`src/rtl/vect_fwd_ctrl_if.sv`:
```
// rtl/vect_fwd_ctrl_if.sv - decode-side and execute-side bundle of the vector hazard/forwarding controller
interface vect_fwd_ctrl_if #(
   parameter int RA_W  = 4,
   parameter int CNT_W = 16
);
   logic             id_valid;
   logic [RA_W-1:0]  id_ra1;
   logic [RA_W-1:0]  id_ra2;
   logic [RA_W-1:0]  id_ra3;
   logic             id_use1;
   logic             id_use2;
   logic             id_use3;
   logic [RA_W-1:0]  id_wa;
   logic             id_reg_write;
   logic             id_mem_to_reg;
   logic             id_imm_src;
   logic             id_zero_b;
   logic             mem_busy;
   logic             flush;

   logic             stall_id;
   logic             ex_valid;
   logic             ex_reg_write;
   logic             ex_mem_to_reg;
   logic [RA_W-1:0]  ex_wa;
   logic             Fa;
   logic             Fb;
   logic             immSrc;
   logic             Fc;
   logic             mem_valid;
   logic             mem_reg_write;
   logic [RA_W-1:0]  mem_wa;
   logic [CNT_W-1:0] stall_count;

   modport master (
      output id_valid, id_ra1, id_ra2, id_ra3, id_use1, id_use2, id_use3,
             id_wa, id_reg_write, id_mem_to_reg, id_imm_src, id_zero_b,
             mem_busy, flush,
      input  stall_id, ex_valid, ex_reg_write, ex_mem_to_reg, ex_wa,
             Fa, Fb, immSrc, Fc, mem_valid, mem_reg_write, mem_wa, stall_count
   );

   modport slave (
      input  id_valid, id_ra1, id_ra2, id_ra3, id_use1, id_use2, id_use3,
             id_wa, id_reg_write, id_mem_to_reg, id_imm_src, id_zero_b,
             mem_busy, flush,
      output stall_id, ex_valid, ex_reg_write, ex_mem_to_reg, ex_wa,
             Fa, Fb, immSrc, Fc, mem_valid, mem_reg_write, mem_wa, stall_count
   );
endinterface

```
`src/rtl/vect_fwd_ctrl.sv`:
```
// rtl/vect_fwd_ctrl.sv - load-use hazard detection, EX->EX forwarding selects and EX/MEM control pipeline
module vect_fwd_ctrl #(
   parameter int RA_W  = 4,
   parameter int CNT_W = 16
) (
   input  logic             clk,
   input  logic             rst_n,
   vect_fwd_ctrl_if.slave   bus
);

   logic             ex_valid_q, ex_valid_d;
   logic             ex_reg_write_q, ex_reg_write_d;
   logic             ex_mem_to_reg_q, ex_mem_to_reg_d;
   logic [RA_W-1:0]  ex_wa_q, ex_wa_d;
   logic             fa_q, fa_d;
   logic             fb_q, fb_d;
   logic             imm_src_q, imm_src_d;
   logic             fc_q, fc_d;
   logic             mem_valid_q, mem_valid_d;
   logic             mem_reg_write_q, mem_reg_write_d;
   logic [RA_W-1:0]  mem_wa_q, mem_wa_d;
   logic [CNT_W-1:0] stall_count_q, stall_count_d;
   logic             flush_pend_q, flush_pend_d;

   logic adv;
   logic load_in_ex;
   logic alu_in_ex;
   logic match1, match2, match3;
   logic hz;
   logic squash;
   logic hz_stall;
   logic bubble;
   logic fwd1, fwd2, fwd3;

   always_comb begin
      adv        = !bus.mem_busy;
      load_in_ex = ex_valid_q & ex_reg_write_q & ex_mem_to_reg_q;
      alu_in_ex  = ex_valid_q & ex_reg_write_q & !ex_mem_to_reg_q;
      match1     = bus.id_use1 & (bus.id_ra1 == ex_wa_q);
      // An immediate operand B never reads rd2, so it cannot create a load-use hazard.
      match2     = bus.id_use2 & !bus.id_imm_src & (bus.id_ra2 == ex_wa_q);
      match3     = bus.id_use3 & (bus.id_ra3 == ex_wa_q);
      hz         = load_in_ex & bus.id_valid & (match1 | match2 | match3);
      squash     = bus.flush | flush_pend_q;
      hz_stall   = hz & !squash;
      bubble     = !bus.id_valid | hz | squash;
      fwd1       = alu_in_ex & match1;
      fwd2       = alu_in_ex & bus.id_use2 & (bus.id_ra2 == ex_wa_q);
      fwd3       = alu_in_ex & match3;
   end

   always_comb begin
      ex_valid_d      = ex_valid_q;
      ex_reg_write_d  = ex_reg_write_q;
      ex_mem_to_reg_d = ex_mem_to_reg_q;
      ex_wa_d         = ex_wa_q;
      fa_d            = fa_q;
      fb_d            = fb_q;
      imm_src_d       = imm_src_q;
      fc_d            = fc_q;
      mem_valid_d     = mem_valid_q;
      mem_reg_write_d = mem_reg_write_q;
      mem_wa_d        = mem_wa_q;
      stall_count_d   = stall_count_q;
      // A flush seen during a freeze is remembered and consumed by the next advance.
      flush_pend_d    = flush_pend_q | bus.flush;

      if (adv) begin
         mem_valid_d     = ex_valid_q;
         mem_reg_write_d = ex_reg_write_q;
         mem_wa_d        = ex_wa_q;
         flush_pend_d    = 1'b0;

         if (bubble) begin
            ex_valid_d      = 1'b0;
            ex_reg_write_d  = 1'b0;
            ex_mem_to_reg_d = 1'b0;
            ex_wa_d         = '0;
            fa_d            = 1'b0;
            fb_d            = 1'b0;
            imm_src_d       = 1'b0;
            fc_d            = 1'b0;
         end else begin
            ex_valid_d      = 1'b1;
            ex_reg_write_d  = bus.id_reg_write;
            ex_mem_to_reg_d = bus.id_mem_to_reg;
            ex_wa_d         = bus.id_wa;
            fa_d            = fwd1;
            fc_d            = fwd3;
            if (bus.id_imm_src) begin
               fb_d      = bus.id_zero_b;
               imm_src_d = 1'b1;
            end else begin
               fb_d      = fwd2;
               imm_src_d = 1'b0;
            end
         end

         if (hz_stall && (stall_count_q != '1)) begin
            stall_count_d = stall_count_q + CNT_W'(1);
         end
      end
   end

   always_ff @(posedge clk or negedge rst_n) begin
      if (!rst_n) begin
         ex_valid_q      <= 1'b0;
         ex_reg_write_q  <= 1'b0;
         ex_mem_to_reg_q <= 1'b0;
         ex_wa_q         <= '0;
         fa_q            <= 1'b0;
         fb_q            <= 1'b0;
         imm_src_q       <= 1'b0;
         fc_q            <= 1'b0;
         mem_valid_q     <= 1'b0;
         mem_reg_write_q <= 1'b0;
         mem_wa_q        <= '0;
         stall_count_q   <= '0;
         flush_pend_q    <= 1'b0;
      end else begin
         ex_valid_q      <= ex_valid_d;
         ex_reg_write_q  <= ex_reg_write_d;
         ex_mem_to_reg_q <= ex_mem_to_reg_d;
         ex_wa_q         <= ex_wa_d;
         fa_q            <= fa_d;
         fb_q            <= fb_d;
         imm_src_q       <= imm_src_d;
         fc_q            <= fc_d;
         mem_valid_q     <= mem_valid_d;
         mem_reg_write_q <= mem_reg_write_d;
         mem_wa_q        <= mem_wa_d;
         stall_count_q   <= stall_count_d;
         flush_pend_q    <= flush_pend_d;
      end
   end

   assign bus.stall_id      = bus.mem_busy | hz_stall;
   assign bus.ex_valid      = ex_valid_q;
   assign bus.ex_reg_write  = ex_reg_write_q;
   assign bus.ex_mem_to_reg = ex_mem_to_reg_q;
   assign bus.ex_wa         = ex_wa_q;
   assign bus.Fa            = fa_q;
   assign bus.Fb            = fb_q;
   assign bus.immSrc        = imm_src_q;
   assign bus.Fc            = fc_q;
   assign bus.mem_valid     = mem_valid_q;
   assign bus.mem_reg_write = mem_reg_write_q;
   assign bus.mem_wa        = mem_wa_q;
   assign bus.stall_count   = stall_count_q;

endmodule

```
`src/flat_wrapper.sv`:
```
// flat-port wrapper written by rule: the top's interface ports become plain ports
module vect_fwd_ctrl_flat 
#(
   parameter int RA_W  = 4,
   parameter int CNT_W = 16
)
  (clk, rst_n, bus_id_valid, bus_id_ra1, bus_id_ra2, bus_id_ra3, bus_id_use1, bus_id_use2, bus_id_use3, bus_id_wa, bus_id_reg_write, bus_id_mem_to_reg, bus_id_imm_src, bus_id_zero_b, bus_mem_busy, bus_flush, bus_stall_id, bus_ex_valid, bus_ex_reg_write, bus_ex_mem_to_reg, bus_ex_wa, bus_Fa, bus_Fb, bus_immSrc, bus_Fc, bus_mem_valid, bus_mem_reg_write, bus_mem_wa, bus_stall_count);
  vect_fwd_ctrl_if #(.RA_W(RA_W), .CNT_W(CNT_W)) bus_i ();
  input  logic clk;
  input  logic rst_n;
  input wire logic [$bits(bus_i.id_valid)-1:0] bus_id_valid;
  input wire logic [$bits(bus_i.id_ra1)-1:0] bus_id_ra1;
  input wire logic [$bits(bus_i.id_ra2)-1:0] bus_id_ra2;
  input wire logic [$bits(bus_i.id_ra3)-1:0] bus_id_ra3;
  input wire logic [$bits(bus_i.id_use1)-1:0] bus_id_use1;
  input wire logic [$bits(bus_i.id_use2)-1:0] bus_id_use2;
  input wire logic [$bits(bus_i.id_use3)-1:0] bus_id_use3;
  input wire logic [$bits(bus_i.id_wa)-1:0] bus_id_wa;
  input wire logic [$bits(bus_i.id_reg_write)-1:0] bus_id_reg_write;
  input wire logic [$bits(bus_i.id_mem_to_reg)-1:0] bus_id_mem_to_reg;
  input wire logic [$bits(bus_i.id_imm_src)-1:0] bus_id_imm_src;
  input wire logic [$bits(bus_i.id_zero_b)-1:0] bus_id_zero_b;
  input wire logic [$bits(bus_i.mem_busy)-1:0] bus_mem_busy;
  input wire logic [$bits(bus_i.flush)-1:0] bus_flush;
  output wire logic [$bits(bus_i.stall_id)-1:0] bus_stall_id;
  output wire logic [$bits(bus_i.ex_valid)-1:0] bus_ex_valid;
  output wire logic [$bits(bus_i.ex_reg_write)-1:0] bus_ex_reg_write;
  output wire logic [$bits(bus_i.ex_mem_to_reg)-1:0] bus_ex_mem_to_reg;
  output wire logic [$bits(bus_i.ex_wa)-1:0] bus_ex_wa;
  output wire logic [$bits(bus_i.Fa)-1:0] bus_Fa;
  output wire logic [$bits(bus_i.Fb)-1:0] bus_Fb;
  output wire logic [$bits(bus_i.immSrc)-1:0] bus_immSrc;
  output wire logic [$bits(bus_i.Fc)-1:0] bus_Fc;
  output wire logic [$bits(bus_i.mem_valid)-1:0] bus_mem_valid;
  output wire logic [$bits(bus_i.mem_reg_write)-1:0] bus_mem_reg_write;
  output wire logic [$bits(bus_i.mem_wa)-1:0] bus_mem_wa;
  output wire logic [$bits(bus_i.stall_count)-1:0] bus_stall_count;
  assign bus_i.id_valid = bus_id_valid;
  assign bus_i.id_ra1 = bus_id_ra1;
  assign bus_i.id_ra2 = bus_id_ra2;
  assign bus_i.id_ra3 = bus_id_ra3;
  assign bus_i.id_use1 = bus_id_use1;
  assign bus_i.id_use2 = bus_id_use2;
  assign bus_i.id_use3 = bus_id_use3;
  assign bus_i.id_wa = bus_id_wa;
  assign bus_i.id_reg_write = bus_id_reg_write;
  assign bus_i.id_mem_to_reg = bus_id_mem_to_reg;
  assign bus_i.id_imm_src = bus_id_imm_src;
  assign bus_i.id_zero_b = bus_id_zero_b;
  assign bus_i.mem_busy = bus_mem_busy;
  assign bus_i.flush = bus_flush;
  assign bus_stall_id = bus_i.stall_id;
  assign bus_ex_valid = bus_i.ex_valid;
  assign bus_ex_reg_write = bus_i.ex_reg_write;
  assign bus_ex_mem_to_reg = bus_i.ex_mem_to_reg;
  assign bus_ex_wa = bus_i.ex_wa;
  assign bus_Fa = bus_i.Fa;
  assign bus_Fb = bus_i.Fb;
  assign bus_immSrc = bus_i.immSrc;
  assign bus_Fc = bus_i.Fc;
  assign bus_mem_valid = bus_i.mem_valid;
  assign bus_mem_reg_write = bus_i.mem_reg_write;
  assign bus_mem_wa = bus_i.mem_wa;
  assign bus_stall_count = bus_i.stall_count;
  vect_fwd_ctrl #(.RA_W(RA_W), .CNT_W(CNT_W)) u_core (.clk(clk), .rst_n(rst_n), .bus(bus_i));
endmodule
```
`config.mk`:
```
export PLATFORM = sky130hd
export DESIGN_NAME = vect_fwd_ctrl_flat
export DESIGN_NICKNAME = d
export VERILOG_FILES = /design/src/rtl/vect_fwd_ctrl_if.sv /design/src/rtl/vect_fwd_ctrl.sv /design/src/flat_wrapper.sv
export SDC_FILE = /design/constraint.sdc
export NUM_CORES = 1
export LEC_CHECK = 0
export CAP_MARGIN = 20
export CORE_UTILIZATION = 40
export CTS_CLUSTER_SIZE = 16
export DETAILED_ROUTE_END_ITERATION = 7
export MAX_ROUTING_LAYER = met4
export PLACE_DENSITY = 0.74
export RECOVER_POWER = 50
export SLEW_MARGIN = 20
export SYNTH_ARGS = -nofsm -noshare
export SYNTH_HDL_FRONTEND = slang
export SYNTH_SLANG_ARGS = --single-unit
```
`constraint.sdc`:
```
create_clock -name clk -period 3.15 [get_ports clk]
set_input_delay 0.63 -clock clk [delete_from_list [all_inputs] [get_ports clk]]
set_output_delay 0.63 -clock clk [all_outputs]
set_load 0.005 [all_outputs]
```
# ---- Yosys cells after proc, flatten, opt, wreduce, memory -nomap -nowiden
# Cells that the tools add are included.
dict set report word_totals {
  reg_bits 34
  input_bits 28
  output_inout_bits 34
}
dict set report classes {
  add_sub_neg 1
  eq_ne 4
  muxes 11
  bitwise_logic 21
  reduce_logical 6
}
# op count
set op_table {}
lappend op_table {{$add A16 B1 Y16 const B} 1}
lappend op_table {{$ne A16 B16 Y1 const B} 1}
lappend op_table {{$and A1 B1 Y1} 14}
lappend op_table {{$eq A4 B4 Y1} 3}
lappend op_table {{$mux W1} 10}
lappend op_table {{$or A1 B1 Y1} 6}
lappend op_table {{$logic_not A1 Y1} 4}
lappend op_table {{$mux W4} 1}
lappend op_table {{$reduce_and A2 Y1} 1}
lappend op_table {{$logic_and A1 B1 Y1} 1}
lappend op_table {{$not A1 Y1} 1}

# ---- Logic depth before layout (Yosys ltp)
# Gate-level depths: netlist (run 1).
dict set report depth {
  ltp_word 9
  mapped_depth 8
  depth_no_buf 6
}

# ---- Least setup slack after synthesis (run 1)
# No wires, ideal clock.
dict set report synth_timing {
  path_type {in2out}
  startpoint {input bus_id_ra1[1]}
  endpoint {output bus_stall_id}
  arrival_time_ns 1.898
  path_slack_ns 0.622
  cell_stages 6
  path_buffers 1
  path_cell_list {clkinv_1 a22o_1 or4_4 a31oi_4 buf_4 or2_1}
}
dict set report synth_between {
  elab_chain_cells 7
}
# element line_no
set synth_rtl {}
lappend synth_rtl {{from (decl)} flat_wrapper.sv:12} ;# input wire logic [$bits(bus_i.id_ra1)-1:0] bus_id_ra1;
lappend synth_rtl {{$eq A4 B4 Y1} vect_fwd_ctrl.sv:39} ;# match1 = bus.id_use1 & (bus.id_ra1 == ex_wa_q);
lappend synth_rtl {{$and A1 B1 Y1} vect_fwd_ctrl.sv:39}
lappend synth_rtl {{$or A1 B1 Y1 (2 in series)} vect_fwd_ctrl.sv:43} ;# hz = load_in_ex & bus.id_valid & (match1 | match2 | match3);
lappend synth_rtl {{$and A1 B1 Y1} vect_fwd_ctrl.sv:43}
lappend synth_rtl {{$and A1 B1 Y1} vect_fwd_ctrl.sv:45} ;# hz_stall = hz & !squash;
lappend synth_rtl {{$or A1 B1 Y1} vect_fwd_ctrl.sv:137} ;# assign bus.stall_id = bus.mem_busy | hz_stall;
lappend synth_rtl {{to (decl)} flat_wrapper.sv:25} ;# output wire logic [$bits(bus_i.stall_id)-1:0] bus_stall_id;
# No other way between the ends.

# ---- Worst setup path in the final report (run 1)
# Ends and elaborated chain as after synthesis.

==> metrics.md, run 1 <==
| Metric | Value |
|---|---|
| Outcome | `finished, violations left` |
| Failing checks | `max-capacitance violations, max-slew violations` |
| Crit path capture type | `primary output` |
| Post-synthesis sequential area ratio | `51.75%` |
| Commonest non-fill, non-tap cell in the layout | `clkdlybuf4s50_1` |
| Setup violators final | `0` |
| CTS Buffer Depth | `2` |
| Post-synthesis compound-gate area fraction | `about a tenth` |
| Drt first pass iters | `4` |
| Max reg flops | `16` |
| First-pass GRT wire length | `~6.3 mm` |
| Hold crit path type | `reg2reg` |
| Fin Clk Skew | `0.005694 ns` |
| Worst-Skew Late Latency | `roughly 0.28 ns` |
| Tmin final | `3.055 ns` |
| IO buf count | `61` |
| Die W | `~66 µm` |
| Clock transition at path regs | `0.06 ns` |
| Post-synthesis xor/xnor area fraction | `between 10% and 20%` |
| Ranking of synthesized cells by area | `dfrtp_1 52%, xnor2_1 9.1%, a22o_1 4.8%` |
| Starting DRT DRC Count | `64` |
| Post-layout util | `63.87%` |
| Adder-cell share of the synthesized area | `less than 1%` |
| Post-Syn Nets | `between 150 and 200` |
| WP buf/inv | `3` |
| Routed WL per cell | `about 14 µm` |
| Yosys reg bits | `34` |
| Initial antenna violation count | `0` |
| Core Rows | `22` |
| GP Congestion | `roughly 0.85` |
| RSZ-0062 raised after global routing | `no` |
| Synth cell types | `34` |
| Via count | `~1,400` |
| Mux share of post-synthesis cell area | `between 4 and 5%` |
| CTS Buf Count | `5` |
| Critical path arrival | `2.42 ns` |
| Min Hold Slack | `just under 0.5 ns` |
| Final ANT Viol Nets | `0` |
| Fin. Hold Viols | `0` |
| Starting Density | `between 40 and 50%` |
| Syn Area/Cell | `11.11 µm²` |
| Mapped Cells | `around 150` |
| Yosys Warn Count | `0` |
| Lkg Pwr | `roughly 1.1 nW` |
| Floorplan core area | `~3800 µm²` |
| DR DRC count | `0` |
| Worst Max-Slew Pin Slew | `roughly 1.8 ns` |
| Worst VDD drop | `approximately 0.27 mV` |
| Fraction of registers with async set/reset | `100.0%` |
| CP top delay family | `buffers and inverters` |
| Layout Nets | `245` |
| DRT Wirelength | `between 3 and 4 mm` |
| Area leader, netlist | `dfrtp_1` |
| Io pins | `62` |
| Vias/cell | `5.204` |
| Most used DFF post-synth | `dfrtp_1` |
| Slowest-stage cell, CP | `or4_4` |
| Clock root buffer | `clkbuf_8` |
| Critical path, cell by cell | `clkdlybuf4s50_1, clkinv_1, a22o_1, or4_4, a31oi_4, or2_1, dlygate4sd2_1` |
| Worst Setup Start Kind | `input pin` |
| H-tree depth | `2` |
| Post-synthesis simple-gate area fraction | `about a fifth` |
| DP HPWL | `around 2.9 mm` |
| Main combinational cell family by area after synthesis | `simple AND/OR/NAND/NOR gates` |
| CTS tree | `yes` |
| Maximum Capacitance Violations | `1` |
| Total track usage | `19.92%` |
| PwrDens | `about 390 nW/µm²` |
| Slowest cell delay on critical path | `roughly 0.51 ns` |
| Number of antenna diodes | `0` |
| # hold bufs at CTS | `0` |
| Pin count of the biggest net entering global routing | `35` |
| Fmax | `between 0.3 and 0.4 GHz` |
| Most frequent cells in the layout | `49 x clkdlybuf4s50_1, 34 x dfrtp_1, 17 x xnor2_1, 16 x nand2_1, 11 x dlygate4sd3_1` |
| Post-Syn Area | `1644 µm²` |
| Final slew viol count | `35` |
| Critical Path RT | `roughly 2.5 ns` |
| Proportion of layout cells with a drive suffix above 1 | `under 10%` |
| Syn-to-layout area delta | `47.56%` |
| Worst rel slew slack | `-18.98%` |
| Die height | `approximately 66 µm` |
| Global route overflow | `0` |
| EDFF count, synth | `0` |
| Vias in the first global route | `between 1,000 and 1,500` |
| Synth top area share | `51.75%` |
| Num Clock Sinks | `34` |
| Critical path fanouts, max | `3` |
| Final worst-path cycle share | `96.98%` |
| Die footprint | `between 4000 and 5000 µm²` |
| Crit Path Category | `in2out` |
cells by family (layout without fill, tap and decap cells):
kind of cell,count (synthesis),count (layout)
AND/OR/NAND/NOR,55,55
flip-flops,34,34
XOR/XNOR,24,24
AO/OA/AOI/OAI,19,19
buffers and inverters,9,78
multiplexers,6,6
adder cells (fa/ha/maj),1,1
tightest hold or removal path, cell delays in order (launching register included):
cell and delay [ns]:
dfrtp_1 0.34, nand2_1 0.05, o21ai_0 0.06
where the power goes:
part | internal [mW] | switching [mW] | total [mW]
Clock | 0.221 | 0.152 | 0.373
Combinational | 0.0652 | 0.0384 | 0.104
Sequential | 0.448 | 0.0112 | 0.459
Total | 0.734 | 0.202 | 0.936
timing repair:
action	4_1_cts	5_1_grt
setup endpoints to repair	1	0
gates resized for setup	1	0
buffers inserted	0	0
synthesized netlist by cell type (2+ instances only):
cell type  count
a21oi_1        2
a22o_1         9
and3_1         5
clkbuf_1       3
dfrtp_1       34
inv_1          2
mux2_2         5
nand2_1       16
nand2b_1       2
nand3_1        5
nand4_1        6
nand4b_1       4
nor2_1         5
nor2b_1        2
nor3_1         5
o21ai_0        3
xnor2_1       17
xor2_1         7
routing by layer:
layer  track usage (%)  vias up  wire [µm]
met5                 -        -          0
met4             8.511        0         59
met3             5.517        6        260
met2             33.55       62       1915
met1             22.09      655       1555
li1                  -      656          -
per-stage QoR:
stage                     instances  worst slack, ns  power [mW]  area, µm²  setup TNS (ns)
after global routing            265          0.01786      0.9769       2426               0
after floorplan                 148           0.6224      0.4992       1644               0
after CTS                       265          0.08618      0.9552       2437               0
after detailed placement        257          -0.1792      0.5776       2328         -0.1792
after global placement          257          -0.1520      0.5740       2328         -0.1520
final                           265          0.09510      0.9356       2426               0
final timing paths:
check	startpoint	to	slack, ns	depth (start not counted)
setup / recovery	bus_id_ra1[1]	bus_stall_id	0.1	7
hold / removal	u_core.bus.Fc	u_core.bus.Fc	0.49	2
setup reg to reg	u_core.bus.ex_wa[2]	u_core.bus.stall_count[1]	0.87	7
hold reg to reg	u_core.bus.Fc	u_core.bus.Fc	0.49	2
max in group asynchronous	rst_n	u_core.flush_pend_q	0.76	2
min in group asynchronous	rst_n	u_core.bus.stall_count[4]	1.35	2
layout make-up:
| type | count | area [µm²] |
|---|---|---|
| flip-flops and latches | 34 | 850.8 |
| inverters | 4 | 15.01 |
| fillers | 292 | 1373 |
| clock buffers | 8 | 110.1 |
| multi-input cells | 105 | 754.5 |
| repair buffers | 66 | 635.6 |
| well taps | 48 | 60.06 |
No activity file was read; power rests on OpenSTA's default activity.
==> inputs of run 2 (changes only) <==
--- a/config.mk
+++ b/config.mk
@@ -12,6 +12,7 @@
 export MAX_ROUTING_LAYER = met4
 export PLACE_DENSITY = 0.74
 export RECOVER_POWER = 50
+export REMOVE_ABC_BUFFERS = 1
 export SLEW_MARGIN = 20
 export SYNTH_ARGS = -nofsm -noshare
 export SYNTH_HDL_FRONTEND = slang
==> run 2 against run 1 <==
The run still ends with max-capacitance violations, max-slew violations left. Combinational power is essentially flat. Worst hold slack lost 0.0089 ns. Via count rose by 1.6%. Critical endpoint unchanged. Highest routed layer unchanged.
==> metrics.md, run 2 (same netlist as run 1, synthesis figures left out) <==
| Metric | Value |
|---|---|
| Crit path capture type | `primary output` |
| Outcome | `finished, violations left` |
| CTS Buffer Depth | `2` |
| Worst-Skew Late Latency | `around 0.29 ns` |
| Worst VDD drop | `between 0.2 and 0.25 mV` |
| Max reg flops | `16` |
| DRT Wirelength | `3.778 mm` |
| Die footprint | `roughly 4400 µm²` |
| Clock transition at path regs | `about 0.06 ns` |
| Vias/cell | `approximately 5.3` |
| Io pins | `62` |
| Vias in the first global route | `roughly 1,500` |
| Failing checks | `max-capacitance violations, max-slew violations` |
| Drt first pass iters | `4` |
| Crit Path Category | `in2out` |
| Critical path arrival | `between 2 and 2.5 ns` |
| Global route overflow | `0` |
| CTS Buf Count | `5` |
| Clock root buffer | `clkbuf_8` |
| GP Congestion | `around 0.83` |
| Num Clock Sinks | `34` |
| H-tree depth | `2` |
| Die W | `between 60 and 70 µm` |
| Starting DRT DRC Count | `approximately 70` |
| Die height | `66.11 µm` |
| Commonest non-fill, non-tap cell in the layout | `clkdlybuf4s50_1` |
| Layout Nets | `between 200 and 250` |
| Final slew viol count | `35` |
| Core Rows | `22` |
| Finished Layout Cells | `roughly 270` |
| CTS tree | `yes` |
| Critical Path RT | `between 2 and 3 ns` |
| Final worst-path cycle share | `95.89%` |
| Worst rel slew slack | `-21.77%` |
| Setup violators final | `0` |
| Hold crit path type | `reg2reg` |
| Worst Setup Start Kind | `input pin` |
| Setup TNS | `0 ns` |
| Pin count of the biggest net entering global routing | `35` |
| Lkg Pwr | `around 1.1 nW` |
| IO buf count | `around 60` |
| Fin Clk Skew | `0.005368 ns` |
| Fmax | `approximately 0.33 GHz` |
| First-pass GRT wire length | `6.451 mm` |
| Starting Density | `43.28%` |
| # hold bufs at CTS | `0` |
| Critical path fanouts, max | `2` |
| Post-layout util | `about 64%` |
| Proportion of layout cells with a drive suffix above 1 | `a little under a tenth` |
| Fin. Hold Viols | `0` |
| Tmin final | `roughly 3.0 ns` |
| Total track usage | `just over 20%` |
| DP HPWL | `about 2.8 mm` |
| PwrDens | `between 300 and 400 nW/µm²` |
| Floorplan core area | `between 3000 and 4000 µm²` |
| Most frequent cells in the layout | `46 x clkdlybuf4s50_1, 34 x dfrtp_1, 17 x xnor2_1, 16 x nand2_1, 14 x dlygate4sd3_1` |
| Initial antenna violation count | `0` |
| DP Cell Count | `between 200 and 300` |
| Via count | `1,401` |
| RSZ-0062 raised after global routing | `no` |
| Routed WL per cell | `between 10 and 15 µm` |
| DR DRC count | `0` |
| Min Hold Slack | `0.4791 ns` |
| Maximum Capacitance Violations | `1` |
| Number of antenna diodes | `0` |
| Worst Max-Slew Pin Slew | `approximately 1.8 ns` |
| Syn-to-layout area delta | `47.11%` |
| Final ANT Viol Nets | `0` |
==> run 2: changes by cell type in the layout (fill, tap and decap cells not counted), sizes merged <==
cell	before	now
clkinv	1	2
clkdlybuf4s50	49	46
buf	2	4
clkbuf	11	9
dlygate4sd3	11	14
==> run 2: final cells by class <==
type,count,area (µm²)
repair buffers,67,646.9
well taps,48,60.06
clock buffers,7,86.33
multi-input cells,105,754.5
clock inverters,1,5.005
fillers,304,1380
inverters,4,15.01
flip-flops and latches,34,850.8
==> run 2: worst paths after layout <==
path | startpoint | end | slack (ns) | cells past startpoint
worst max-delay path | bus_id_ra1[1] | bus_stall_id | 0.13 | 7
max in group asynchronous | rst_n | u_core.bus.stall_count[5] | 0.72 | 2
worst min register to register | u_core.bus.mem_wa[3] | u_core.bus.mem_wa[3] | 0.48 | 2
min in group asynchronous | rst_n | u_core.bus.stall_count[8] | 1.37 | 2
worst min-delay path | u_core.bus.mem_wa[3] | u_core.bus.mem_wa[3] | 0.48 | 2
worst max register to register | u_core.bus.ex_wa[3] | u_core.bus.stall_count[1] | 0.77 | 8
==> run 2: stage by stage <==
stage / power, mW / setup slack (ns) / area (µm²)
after floorplan: 0.4956 / 0.6547 / 1620
after global routing: 0.9381 / 0.03454 / 2419
after CTS: 0.9094 / 0.08034 / 2426
after global placement: 0.5745 / -0.1153 / 2328
final: 0.8911 / 0.1294 / 2419
after detailed placement: 0.5770 / -0.1424 / 2328
==> run 2: worst max-delay path, stage by stage <==
cell and delay (ns):
clkdlybuf4s50_1 0.46, clkinv_1 0.07, a22o_1 0.23, or4_4 0.51
a31oi_4 0.15, or2_1 0.12, dlygate4sd2_1 0.23
==> run 2: timing repair <==
action	CTS	global route
endpoints found under the setup margin	1	1
gates cloned	0	0
setup buffers	1	0
pin swaps	2	1
hold endpoints to repair	0	0
gates resized for setup	1	0
==> run 2: where the power goes <==
part           total [mW]  internal, mW  switching (mW)
Combinational       0.104        0.0651          0.0387
Clock               0.328         0.176           0.152
Sequential          0.459         0.448          0.0110
==> run 2: routing by layer <==
layer | GRT usage, % | up-vias | part of all wire, %
li1 | - | 660 | -
met1 | 22.56 | 678 | 43
met2 | 34.57 | 58 | 49
met3 | 6.724 | 5 | 6.4
met4 | 8.511 | 0 | 1.6
met5 | - | - | 0
